File: config.mk
export PLATFORM = sky130hd
export DESIGN_NAME = flow_stage_skid
export DESIGN_NICKNAME = d
export VERILOG_FILES = /design/src/rtl/flow_pkg.sv /design/src/rtl/flow_entry.sv /design/src/rtl/flow_stage_skid.sv
export SDC_FILE = /design/constraint.sdc
export NUM_CORES = 1
export LEC_CHECK = 0
export CAP_MARGIN = 20
export CORE_MARGIN = 5
export CORE_UTILIZATION = 45
export DETAILED_ROUTE_END_ITERATION = 16
export GPL_ROUTABILITY_DRIVEN = 0
export PLACE_DENSITY = 0.78
export SYNTH_ARGS = -nofsm -noshare
export SYNTH_HDL_FRONTEND = slang
export SYNTH_SLANG_ARGS = --single-unit
File: constraint.sdc
create_clock -name clk -period 4.55 [get_ports clk]
set_input_delay 0.455 -clock clk [delete_from_list [all_inputs] [get_ports clk]]
set_output_delay 0.455 -clock clk [all_outputs]
set_load 0.02 [all_outputs]
File: src/rtl/flow_pkg.sv
// Shared definitions for the stage-boundary flow register: state encoding
// and the saturating tNew decrement that the hazard unit also uses.
package flow_pkg;

  // State value doubles as the number of held items.
  typedef enum logic [1:0] {
    ST_EMPTY = 2'd0,
    ST_ONE   = 2'd1,
    ST_FULL  = 2'd2
  } flow_state_e;

  // Widest tNew field the shared decrement handles; narrower fields are
  // zero-extended in and truncated back out by the caller.
  localparam int TNEW_MAX_W = 8;

  // tNew counts down once per stage crossing and never wraps below zero.
  function automatic logic [TNEW_MAX_W-1:0] tnew_dec(input logic [TNEW_MAX_W-1:0] value);
    return (value == '0) ? '0 : value - 1'b1;
  endfunction

endpackage

File: src/rtl/flow_entry.sv
// One storage slot of the flow register: valid flag, payload and tNew.
// Clear wins over load so a flushed or vacated slot always reads as zero.
module flow_entry
  import flow_pkg::*;
#(
  parameter int DATA_W = 32,
  parameter int TNEW_W = 3
) (
  input  logic              clk,
  input  logic              resetN,
  input  logic              load,
  input  logic              clear,
  input  logic              valid_in,
  input  logic [DATA_W-1:0] data_in,
  input  logic [TNEW_W-1:0] tnew_in,
  output logic              valid,
  output logic [DATA_W-1:0] data,
  output logic [TNEW_W-1:0] tnew
);

  // Slot register: zero on reset or clear, capture on load, else hold.
  always_ff @(posedge clk or negedge resetN) begin
    if (!resetN) begin
      valid <= 1'b0;
      data  <= '0;
      tnew  <= '0;
    end else if (clear) begin
      valid <= 1'b0;
      data  <= '0;
      tnew  <= '0;
    end else if (load) begin
      valid <= valid_in;
      data  <= data_in;
      tnew  <= tnew_in;
    end
  end

endmodule

File: src/rtl/flow_stage_skid.sv
// Stage-boundary flow register with a 2-entry skid buffer. The main entry
// drives the outputs; the skid entry absorbs one item when downstream
// stalls so inReady can be a pure function of state.
module flow_stage_skid
  import flow_pkg::*;
#(
  parameter int DATA_W = 32,
  parameter int TNEW_W = 3,   // must not exceed TNEW_MAX_W
  parameter int CNT_W  = 16
) (
  input  logic              clk,
  input  logic              resetN,
  input  logic              flush,
  input  logic              inValid,
  output logic              inReady,
  input  logic [DATA_W-1:0] inData,
  input  logic [TNEW_W-1:0] inTNew,
  output logic              outValid,
  input  logic              outReady,
  output logic [DATA_W-1:0] outData,
  output logic [TNEW_W-1:0] outTNew,
  output logic [1:0]        occupancy,
  output logic [CNT_W-1:0]  stallCount
);

  flow_state_e state;

  logic accept, deliver;
  logic [TNEW_W-1:0] cap_tnew;

  logic main_load, main_clear, main_from_skid;
  logic skid_load, skid_clear;

  logic              main_valid_in;
  logic [DATA_W-1:0] main_data_in;
  logic [TNEW_W-1:0] main_tnew_in;

  logic              skid_valid;
  logic [DATA_W-1:0] skid_data;
  logic [TNEW_W-1:0] skid_tnew;

  // Ready comes straight from the state register, never from outReady.
  assign inReady   = (state != ST_FULL);
  assign occupancy = state;

  assign accept  = inValid & inReady;
  assign deliver = outValid & outReady;

  // Decrement happens once, at capture; items sitting in a slot keep their tNew.
  assign cap_tnew = TNEW_W'(tnew_dec(TNEW_MAX_W'(inTNew)));

  // Main refills from skid when draining FULL, otherwise from upstream.
  assign main_valid_in = main_from_skid ? skid_valid : 1'b1;
  assign main_data_in  = main_from_skid ? skid_data  : inData;
  assign main_tnew_in  = main_from_skid ? skid_tnew  : cap_tnew;

  // Slot load/clear selection; flush overrides everything and drops any
  // same-cycle accept.
  always_comb begin
    main_load      = 1'b0;
    main_clear     = 1'b0;
    main_from_skid = 1'b0;
    skid_load      = 1'b0;
    skid_clear     = 1'b0;
    if (flush) begin
      main_clear = 1'b1;
      skid_clear = 1'b1;
    end else begin
      case (state)
        ST_EMPTY: main_load = accept;
        ST_ONE: begin
          if (accept && deliver) main_load  = 1'b1;
          else if (accept)       skid_load  = 1'b1;
          else if (deliver)      main_clear = 1'b1;
        end
        ST_FULL: begin
          if (deliver) begin
            main_load      = 1'b1;
            main_from_skid = 1'b1;
            skid_clear     = 1'b1;
          end
        end
        default: begin
          main_clear = 1'b1;
          skid_clear = 1'b1;
        end
      endcase
    end
  end

  // Occupancy state machine.
  always_ff @(posedge clk or negedge resetN) begin
    if (!resetN) begin
      state <= ST_EMPTY;
    end else if (flush) begin
      state <= ST_EMPTY;
    end else begin
      case (state)
        ST_EMPTY: if (accept) state <= ST_ONE;
        ST_ONE: begin
          if (accept && !deliver)      state <= ST_FULL;
          else if (!accept && deliver) state <= ST_EMPTY;
        end
        ST_FULL:  if (deliver) state <= ST_ONE;
        default:  state <= ST_EMPTY;
      endcase
    end
  end

  // Saturating count of downstream-stall cycles; flush leaves it alone.
  always_ff @(posedge clk or negedge resetN) begin
    if (!resetN)
      stallCount <= '0;
    else if (outValid && !outReady && (stallCount != {CNT_W{1'b1}}))
      stallCount <= stallCount + 1'b1;
  end

  flow_entry #(.DATA_W(DATA_W), .TNEW_W(TNEW_W)) u_main (
    .clk      (clk),
    .resetN   (resetN),
    .load     (main_load),
    .clear    (main_clear),
    .valid_in (main_valid_in),
    .data_in  (main_data_in),
    .tnew_in  (main_tnew_in),
    .valid    (outValid),
    .data     (outData),
    .tnew     (outTNew)
  );

  flow_entry #(.DATA_W(DATA_W), .TNEW_W(TNEW_W)) u_skid (
    .clk      (clk),
    .resetN   (resetN),
    .load     (skid_load),
    .clear    (skid_clear),
    .valid_in (1'b1),
    .data_in  (inData),
    .tnew_in  (cap_tnew),
    .valid    (skid_valid),
    .data     (skid_data),
    .tnew     (skid_tnew)
  );

endmodule

==> flow_summary.html, run 1 <==
<table>
<tr><th>Metric</th><th>Value</th></tr>
<tr><th colspan="2">Synthesis</th></tr>
<tr><td>Synth Instances</td><td>338</td></tr>
<tr><td>Warnings from Yosys</td><td>0</td></tr>
<tr><td>Syn_area_per_cell</td><td>11.9 sq um</td></tr>
<tr><td>Synth area leaders</td><td>sky130_fd_sc_hd__dfrtp_1 56%, sky130_fd_sc_hd__mux2i_1 8.7%, sky130_fd_sc_hd__a22o_1 7.6%</td></tr>
<tr><td>Largest family of logic cells by synthesized area</td><td>compound AO/OA/AOI/OAI gates</td></tr>
<tr><td>Sequential fraction of the synthesis area</td><td>56.1%</td></tr>
<tr><td>Syn Nets</td><td>379</td></tr>
<tr><td>Synth cell count leaders</td><td>90 x sky130_fd_sc_hd__dfrtp_1, 44 x sky130_fd_sc_hd__nand2_1, 35 x sky130_fd_sc_hd__a22o_1, 35 x sky130_fd_sc_hd__mux2i_1, 26 x sky130_fd_sc_hd__o21ai_0</td></tr>
<tr><td>Adder-cell area share of the yosys netlist</td><td>0.312%</td></tr>
<tr><td>Most common cell in the netlist</td><td>sky130_fd_sc_hd__dfrtp_1</td></tr>
<tr><td>Synthesis-stage register bit count</td><td>90</td></tr>
<tr><td>Number of enable-type register cells in the synthesized netlist</td><td>0</td></tr>
<tr><td>Count of unique library cells instantiated by Yosys</td><td>50</td></tr>
<tr><td>Prevailing post-synth register cell</td><td>sky130_fd_sc_hd__dfrtp_1</td></tr>
<tr><td>Combined area of all synthesized cells</td><td>4010 sq um</td></tr>
<tr><td>Share of flip-flops with an asynchronous set or reset after synthesis</td><td>100%</td></tr>
<tr><td>XOR/XNOR share of the synthesized area</td><td>2.40%</td></tr>
<tr><td>Synthesized-area fraction occupied by ao, oa, aoi and oai cells</td><td>16.0%</td></tr>
<tr><td>Mux share of post-synthesis cell area</td><td>10.1%</td></tr>
<tr><td>Basic-gate share of the synthesized area counting and, or, nand and nor cells</td><td>11.9%</td></tr>
<tr><td>Area share of the largest cell type after synthesis</td><td>56.1%</td></tr>
<tr><td>Post-synth top area cell</td><td>sky130_fd_sc_hd__dfrtp_1</td></tr>
<tr><th colspan="2">Setup path</th></tr>
<tr><td>Startpoint kind of the worst setup timing path</td><td>flip-flop</td></tr>
<tr><td>Largest fanout on the critical path</td><td>10</td></tr>
<tr><td>Kind of critical path</td><td>flip-flop to output pin</td></tr>
<tr><td>Critical path required time</td><td>4.09 ns</td></tr>
<tr><td>Worst r2r path cells</td><td>5</td></tr>
<tr><td>Sort of element at the end of the critical path</td><td>output pin</td></tr>
<tr><td>Data arrival time of the critical path</td><td>1.79 ns</td></tr>
<tr><td>Biggest cell delay along the critical path</td><td>0.65 ns</td></tr>
<tr><td>Register-to-register path setup slack</td><td>2.50 ns</td></tr>
<tr><td>Cell breakdown of the critical path</td><td>nand2b_1 -&gt; clkdlybuf4s50_1</td></tr>
<tr><td>Slowest cell on crit path</td><td>sky130_fd_sc_hd__clkdlybuf4s50_1</td></tr>
<tr><td>R2R Path Start</td><td>occupancy[1]</td></tr>
<tr><td>Endpoint of the most critical register-to-register path</td><td>u_main.tnew[1]</td></tr>
<tr><th colspan="2">Layout</th></tr>
<tr><td>NumNets Final</td><td>468</td></tr>
<tr><td>Antenna diodes</td><td>0</td></tr>
<tr><td>Area taken by flip-flops and latches</td><td>2250 sq um</td></tr>
<tr><td>Area occupied by multi-input gates</td><td>1660 sq um</td></tr>
<tr><td>Proportion of layout cells with a drive suffix above 1</td><td>8.80%</td></tr>
<tr><td>Fill cells</td><td>720</td></tr>
<tr><td>Post-route cell area</td><td>5230 sq um</td></tr>
<tr><td>Growth of design area from synthesis to finish</td><td>30.3%</td></tr>
<tr><th colspan="2">Drt</th></tr>
<tr><td>Post-route ant nets</td><td>0</td></tr>
<tr><td>Wire length per cell after detailed routing</td><td>16.6 microns</td></tr>
<tr><td>Starting DRT DRC Count</td><td>126</td></tr>
<tr><td>Via count of the routed design</td><td>2942</td></tr>
<tr><td>Post-DR vias/cell</td><td>5.45</td></tr>
<tr><td>First-pass DRT Iterations</td><td>4</td></tr>
<tr><td>Total wirelength of the detailed-routed design</td><td>8950 microns</td></tr>
<tr><td>Residual DRC count</td><td>0</td></tr>
<tr><th colspan="2">Clock network</th></tr>
<tr><td>Hold buffer count at cts</td><td>0</td></tr>
<tr><td>Clock latency of the later-clocked register in the worst-skew pair</td><td>0.35 ns</td></tr>
<tr><td>Number of H-tree levels</td><td>3</td></tr>
<tr><td>Clock Tree Root</td><td>sky130_fd_sc_hd__clkbuf_8</td></tr>
<tr><td>Maximum clock path buffer count</td><td>2</td></tr>
<tr><td>CTS buffer count</td><td>9</td></tr>
<tr><td>CTS tree</td><td>done</td></tr>
<tr><td>Clock transition at the registers of the reported paths</td><td>0.09 ns</td></tr>
<tr><td>Post_cts resized</td><td>0</td></tr>
<tr><td>Clock sink count</td><td>90</td></tr>
<tr><td>Post-CTS setup buffer count</td><td>0</td></tr>
<tr><th colspan="2">STA</th></tr>
<tr><td>Relative slew slack</td><td>39.0%</td></tr>
<tr><td>Final-layout worst hold slack</td><td>0.0696 ns</td></tr>
<tr><td>Period utilization</td><td>49.3%</td></tr>
<tr><td>Total negative slack</td><td>0 ns</td></tr>
<tr><td>Time the worst path needs with I/O delays and setup</td><td>2.24 ns</td></tr>
<tr><td>Number of endpoints with negative hold slack in the final report</td><td>0</td></tr>
<tr><td>Unrepaired setup endpoints after global routing</td><td>false</td></tr>
<tr><td>Transition at the pin with the smallest max-transition slack</td><td>0.913 ns</td></tr>
<tr><td>Highest attainable clock frequency</td><td>0.446 GHz</td></tr>
<tr><td>Final count of pins violating max slew</td><td>0</td></tr>
<tr><td>Setup Skew</td><td>0.0113 ns</td></tr>
<tr><td>Final setup fails</td><td>0</td></tr>
<tr><th colspan="2">GRT</th></tr>
<tr><td>Number of global-route vias before repair</td><td>3064</td></tr>
<tr><td>Overflow left after global routing</td><td>0</td></tr>
<tr><td>Maximum number of pins on one net before global-route repair</td><td>50</td></tr>
<tr><td>Global routing usage summed across all routing layers</td><td>17.1%</td></tr>
<tr><td>Initial antenna violation count</td><td>0</td></tr>
<tr><td>Wire length of the first global-routing pass</td><td>15400 microns</td></tr>
<tr><th colspan="2">Die</th></tr>
<tr><td>Total I/O pin count</td><td>95</td></tr>
<tr><td>Die area</td><td>10900 sq um</td></tr>
<tr><td>Initial Utilization</td><td>46.0%</td></tr>
<tr><td>X dimension of the die</td><td>104 microns</td></tr>
<tr><td>Placement Rows</td><td>34</td></tr>
<tr><td>Die H</td><td>104 microns</td></tr>
<tr><td>CORE AREA</td><td>8720 sq um</td></tr>
<tr><th colspan="2">Run</th></tr>
<tr><td>Max-capacitance violation count</td><td>0</td></tr>
<tr><th colspan="2">Power and ir drop</th></tr>
<tr><td>Largest vdd supply drop</td><td>0.139 mV</td></tr>
<tr><td>Cell Pwr Density</td><td>351 nW/um^2</td></tr>
<tr><td>Total leakage power</td><td>2.24 nW</td></tr>
<tr><th colspan="2">Hold path</th></tr>
<tr><td>Min-Delay Path Class</td><td>input pin to async pin</td></tr>
<tr><th colspan="2">Run status</th></tr>
<tr><td>Outcome</td><td>finished, final reports clean</td></tr>
<tr><th colspan="2">Placement</th></tr>
<tr><td>Port bufs</td><td>94</td></tr>
<tr><td>Placed instance area</td><td>5020 sq um</td></tr>
<tr><td>Post-detail-place hpwl</td><td>6140 microns</td></tr>
</table>
cell usage in the layout, fill, tap and decap left out, drive strengths merged, types with 5 or more instances in the layout:
master | netlist | final
nor2 | 8 | 8
nor4 | 6 | 6
clkdlybuf4s50 | 0 | 93
nand2 | 44 | 44
o21ai | 37 | 37
mux2i | 35 | 35
dfrtp | 90 | 90
clkbuf | 5 | 11
a22o | 35 | 35
buf | 16 | 6
mux2 | 5 | 5
xor2 | 10 | 10
nand3 | 6 | 6
report_power, final:
group / leakage (nW) / internal [mW] / switching, mW
combinational: 0.916 / 0.168 / 0.189
clock: 0.0962 / 0.272 / 0.289
sequential: 1.22 / 0.859 / 0.0586
total: 2.24 / 1.30 / 0.538
critical path, delay by kind of cell (launching register included):
family | cells | cell delay (ns)
buffers and inverters | 1 | 0.65
flip-flops | 1 | 0.52
AND/OR/NAND/NOR | 1 | 0.27
worst max path at each step:
stage                       startpoint              end  slack (ns)  cells past startpoint
after floorplan           occupancy[1]  u_main.data[24]        2.74                      7
after global placement        outReady  u_skid.data[22]        2.06                      5
after detailed placement      outReady   u_skid.data[5]        1.98                      5
after CTS                 occupancy[1]          inReady        2.31                      2
after global routing          outReady  u_main.data[10]        2.18                      6
final                     occupancy[1]          inReady        2.31                      2
layout make-up:
| type | instances | area share (%) |
|---|---|---|
| Sequential cell | 90 | 43.1 |
| Multi-Input combinational cell | 226 | 31.7 |
| Timing Repair Buffer | 99 | 18.7 |
| Clock buffer | 11 | 2.70 |
| Tap cell | 108 | 2.58 |
| Clock inverter | 5 | 1.20 |
| Inverter | 1 | 0.0718 |
sequential cells by signal, indices dropped and copies added (netlist names):
name,flops
stallCount,16
u_skid.tnew,3
u_skid.valid,1
occupancy,2
u_main.tnew,3
u_main.valid,1
u_main.data,32
u_skid.data,32
per-stage QoR:
step	setup WS (ns)	total power, mW	instances	utilization, %
finish	2.31	1.84	540	59.9
global route	2.18	1.93	540	59.9
CTS	2.31	1.86	540	59.9
detailed placement	1.98	1.30	524	57.6
global placement	2.06	1.29	524	57.6
floorplan	2.74	1.10	338	-
metal layers:
layer  track usage [%]  part of all wire (%)  vias to the layer above
met4              5.92                   1.4                        0
met5                 0                     0                        -
li1                  -                     -                     1401
met1              22.0                    45                     1461
met2              28.5                    50                       68
met3              3.48                   3.9                       12
kinds of logic after synthesis:
kind of cell             count (synthesis)
flip-flops                              90
AO/OA/AOI/OAI                           89
AND/OR/NAND/NOR                         85
multiplexers                            40
buffers and inverters                   22
XOR/XNOR                                11
adder cells (fa/ha/maj)                  1
Note: power is estimated with default switching activity, not from simulation.
==> inputs of run 2 (changes only) <==
- clock period: 4.55 -> 2.26 ns (I/O delays scaled with it)
==> flow_summary.html, run 2 (same netlist as run 1, synthesis figures left out) <==
<table>
<tr><th>Metric</th><th>Value</th></tr>
<tr><th colspan="2">Clock network</th></tr>
<tr><td>CTS buffer count</td><td>9</td></tr>
<tr><td>Maximum clock path buffer count</td><td>2</td></tr>
<tr><td>Clock sink count</td><td>90</td></tr>
<tr><td>Clock transition at the registers of the reported paths</td><td>0.09 ns</td></tr>
<tr><td>Number of H-tree levels</td><td>3</td></tr>
<tr><td>Post_cts resized</td><td>0</td></tr>
<tr><td>CTS tree</td><td>done</td></tr>
<tr><td>Post-CTS setup buffer count</td><td>0</td></tr>
<tr><td>Hold buffer count at cts</td><td>1</td></tr>
<tr><td>Clock Tree Root</td><td>sky130_fd_sc_hd__clkbuf_8</td></tr>
<tr><td>Clock latency of the later-clocked register in the worst-skew pair</td><td>0.35 ns</td></tr>
<tr><th colspan="2">Layout</th></tr>
<tr><td>Leading cell type in the layout, fill and taps excluded</td><td>sky130_fd_sc_hd__clkdlybuf4s50_1</td></tr>
<tr><td>NumNets Final</td><td>477</td></tr>
<tr><td>Post-route cell area</td><td>5320 sq um</td></tr>
<tr><td>Antenna diodes</td><td>0</td></tr>
<tr><td>End-of-flow core utilization</td><td>61.0%</td></tr>
<tr><td>Commonest cells after routing, fill and taps aside</td><td>93 x sky130_fd_sc_hd__clkdlybuf4s50_1, 90 x sky130_fd_sc_hd__dfrtp_1, 44 x sky130_fd_sc_hd__nand2_1</td></tr>
<tr><td>Growth of design area from synthesis to finish</td><td>32.6%</td></tr>
<tr><td>Registers with the most flip-flops</td><td>u_main.data (32), u_skid.data (32), stallCount (16)</td></tr>
<tr><td>Filler-free cell count of the finished design</td><td>548</td></tr>
<tr><td>Proportion of layout cells with a drive suffix above 1</td><td>10.5%</td></tr>
<tr><th colspan="2">Die</th></tr>
<tr><td>CORE AREA</td><td>8720 sq um</td></tr>
<tr><td>Die H</td><td>104 microns</td></tr>
<tr><td>Die area</td><td>10900 sq um</td></tr>
<tr><td>Placement Rows</td><td>34</td></tr>
<tr><td>Initial Utilization</td><td>46.0%</td></tr>
<tr><td>Total I/O pin count</td><td>95</td></tr>
<tr><td>X dimension of the die</td><td>104 microns</td></tr>
<tr><th colspan="2">STA</th></tr>
<tr><td>Number of endpoints with negative hold slack in the final report</td><td>0</td></tr>
<tr><td>Transition at the pin with the smallest max-transition slack</td><td>0.562 ns</td></tr>
<tr><td>Highest attainable clock frequency</td><td>0.503 GHz</td></tr>
<tr><td>Relative slew slack</td><td>62.6%</td></tr>
<tr><td>Total negative slack</td><td>0 ns</td></tr>
<tr><td>Setup Skew</td><td>0.0152 ns</td></tr>
<tr><td>Final count of pins violating max slew</td><td>0</td></tr>
<tr><td>Unrepaired setup endpoints after global routing</td><td>false</td></tr>
<tr><td>Final setup fails</td><td>0</td></tr>
<tr><td>Time the worst path needs with I/O delays and setup</td><td>1.99 ns</td></tr>
<tr><td>Period utilization</td><td>88.0%</td></tr>
<tr><th colspan="2">Power and ir drop</th></tr>
<tr><td>Total power consumption of the routed design</td><td>3.72 mW</td></tr>
<tr><td>Cell Pwr Density</td><td>699 nW/um^2</td></tr>
<tr><td>Total leakage power</td><td>2.29 nW</td></tr>
<tr><td>Largest vdd supply drop</td><td>0.371 mV</td></tr>
<tr><th colspan="2">Setup path</th></tr>
<tr><td>Startpoint kind of the worst setup timing path</td><td>flip-flop</td></tr>
<tr><td>Sort of element at the end of the critical path</td><td>output pin</td></tr>
<tr><td>Slowest cell on crit path</td><td>sky130_fd_sc_hd__clkdlybuf4s50_1</td></tr>
<tr><td>Top cell family by delay on the critical path</td><td>buffers and inverters</td></tr>
<tr><td>Worst r2r path cells</td><td>5</td></tr>
<tr><td>Logic depth of the worst setup path including buffers</td><td>2</td></tr>
<tr><td>Cell breakdown of the critical path</td><td>nand2b_1 -&gt; clkdlybuf4s50_1</td></tr>
<tr><td>Largest fanout on the critical path</td><td>8</td></tr>
<tr><td>Biggest cell delay along the critical path</td><td>0.66 ns</td></tr>
<tr><td>Data arrival time of the critical path</td><td>1.76 ns</td></tr>
<tr><td>Crit path buffers/inverters</td><td>1</td></tr>
<tr><td>Critical path required time</td><td>2.03 ns</td></tr>
<tr><td>Kind of critical path</td><td>flip-flop to output pin</td></tr>
<tr><th colspan="2">GRT</th></tr>
<tr><td>Initial antenna violation count</td><td>0</td></tr>
<tr><td>Global routing usage summed across all routing layers</td><td>17.8%</td></tr>
<tr><td>Overflow left after global routing</td><td>0</td></tr>
<tr><td>Wire length of the first global-routing pass</td><td>16000 microns</td></tr>
<tr><td>Maximum number of pins on one net before global-route repair</td><td>48</td></tr>
<tr><td>Number of global-route vias before repair</td><td>3155</td></tr>
<tr><th colspan="2">Hold path</th></tr>
<tr><td>Min-Delay Path Class</td><td>input pin to async pin</td></tr>
<tr><th colspan="2">Drt</th></tr>
<tr><td>Wire length per cell after detailed routing</td><td>17.1 microns</td></tr>
<tr><td>Residual DRC count</td><td>0</td></tr>
<tr><td>Post-DR vias/cell</td><td>5.43</td></tr>
<tr><td>Total wirelength of the detailed-routed design</td><td>9380 microns</td></tr>
<tr><td>First-pass DRT Iterations</td><td>4</td></tr>
<tr><td>Starting DRT DRC Count</td><td>111</td></tr>
<tr><td>Via count of the routed design</td><td>2976</td></tr>
<tr><td>Post-route ant nets</td><td>0</td></tr>
<tr><th colspan="2">Placement</th></tr>
<tr><td>Post-detail-place hpwl</td><td>6570 microns</td></tr>
<tr><td>Placed cell count</td><td>532</td></tr>
<tr><td>Placed instance area</td><td>5110 sq um</td></tr>
<tr><td>Port bufs</td><td>94</td></tr>
<tr><th colspan="2">Run status</th></tr>
<tr><td>Outcome</td><td>finished, final reports clean</td></tr>
<tr><th colspan="2">Run</th></tr>
<tr><td>Max-capacitance violation count</td><td>0</td></tr>
</table>
-- run 2: cell types whose count changed in the layout (fill, tap and decap cells not counted) --
cell / before / now
sky130_fd_sc_hd__buf_12: 0 / 2
sky130_fd_sc_hd__clkinv_4: 1 / 0
sky130_fd_sc_hd__clkbuf_1: 1 / 0
sky130_fd_sc_hd__dlygate4sd3_1: 0 / 1
sky130_fd_sc_hd__inv_6: 1 / 2
sky130_fd_sc_hd__buf_4: 6 / 12
-- run 2: layer usage --
layer | up-vias | GRT usage, % | wire length, microns | part of all wire (%)
li1 | 1422 | - | - | -
met1 | 1480 | 23.7 | 4170 | 44
met2 | 66 | 28.8 | 4680 | 50
met3 | 8 | 3.79 | 409 | 4.4
met4 | 0 | 5.92 | 116 | 1.2
met5 | - | 0 | 0 | 0
-- run 2: final timing paths --
path / slack, ns / from / end
max in group asynchronous: 1.20 / resetN / u_main.data[12]
min in group clk: 0.49 / u_main.data[9] / u_main.data[9]
worst min register to register: 0.49 / u_main.data[9] / u_main.data[9]
worst min-delay path: 0.41 / resetN / stallCount[6]
worst max register to register: 0.37 / occupancy[0] / u_main.data[22]
worst max-delay path: 0.27 / occupancy[0] / inReady
-- run 2: layout make-up --
class                   count  area, sq um
clock inverters             5         62.6
well taps                 108          135
clock buffers              10          138
fillers                   728         3400
flip-flops and latches     90         2250
multi-input cells         226         1660
repair buffers            108         1070
inverters                   1         3.75
-- run 2: through the flow --
stage,setup slack [ns],hold slack (ns)
floorplan,0.450,-0.0696
global placement,0.287,0.252
detailed placement,0.133,0.256
CTS,0.251,0.406
global route,0.179,0.459
finish,0.270,0.411
-- run 2: power by group --
part | internal [mW] | switching, mW
logic | 0.352 | 0.394
registers | 1.73 | 0.117
clock network | 0.544 | 0.579
total | 2.63 | 1.09
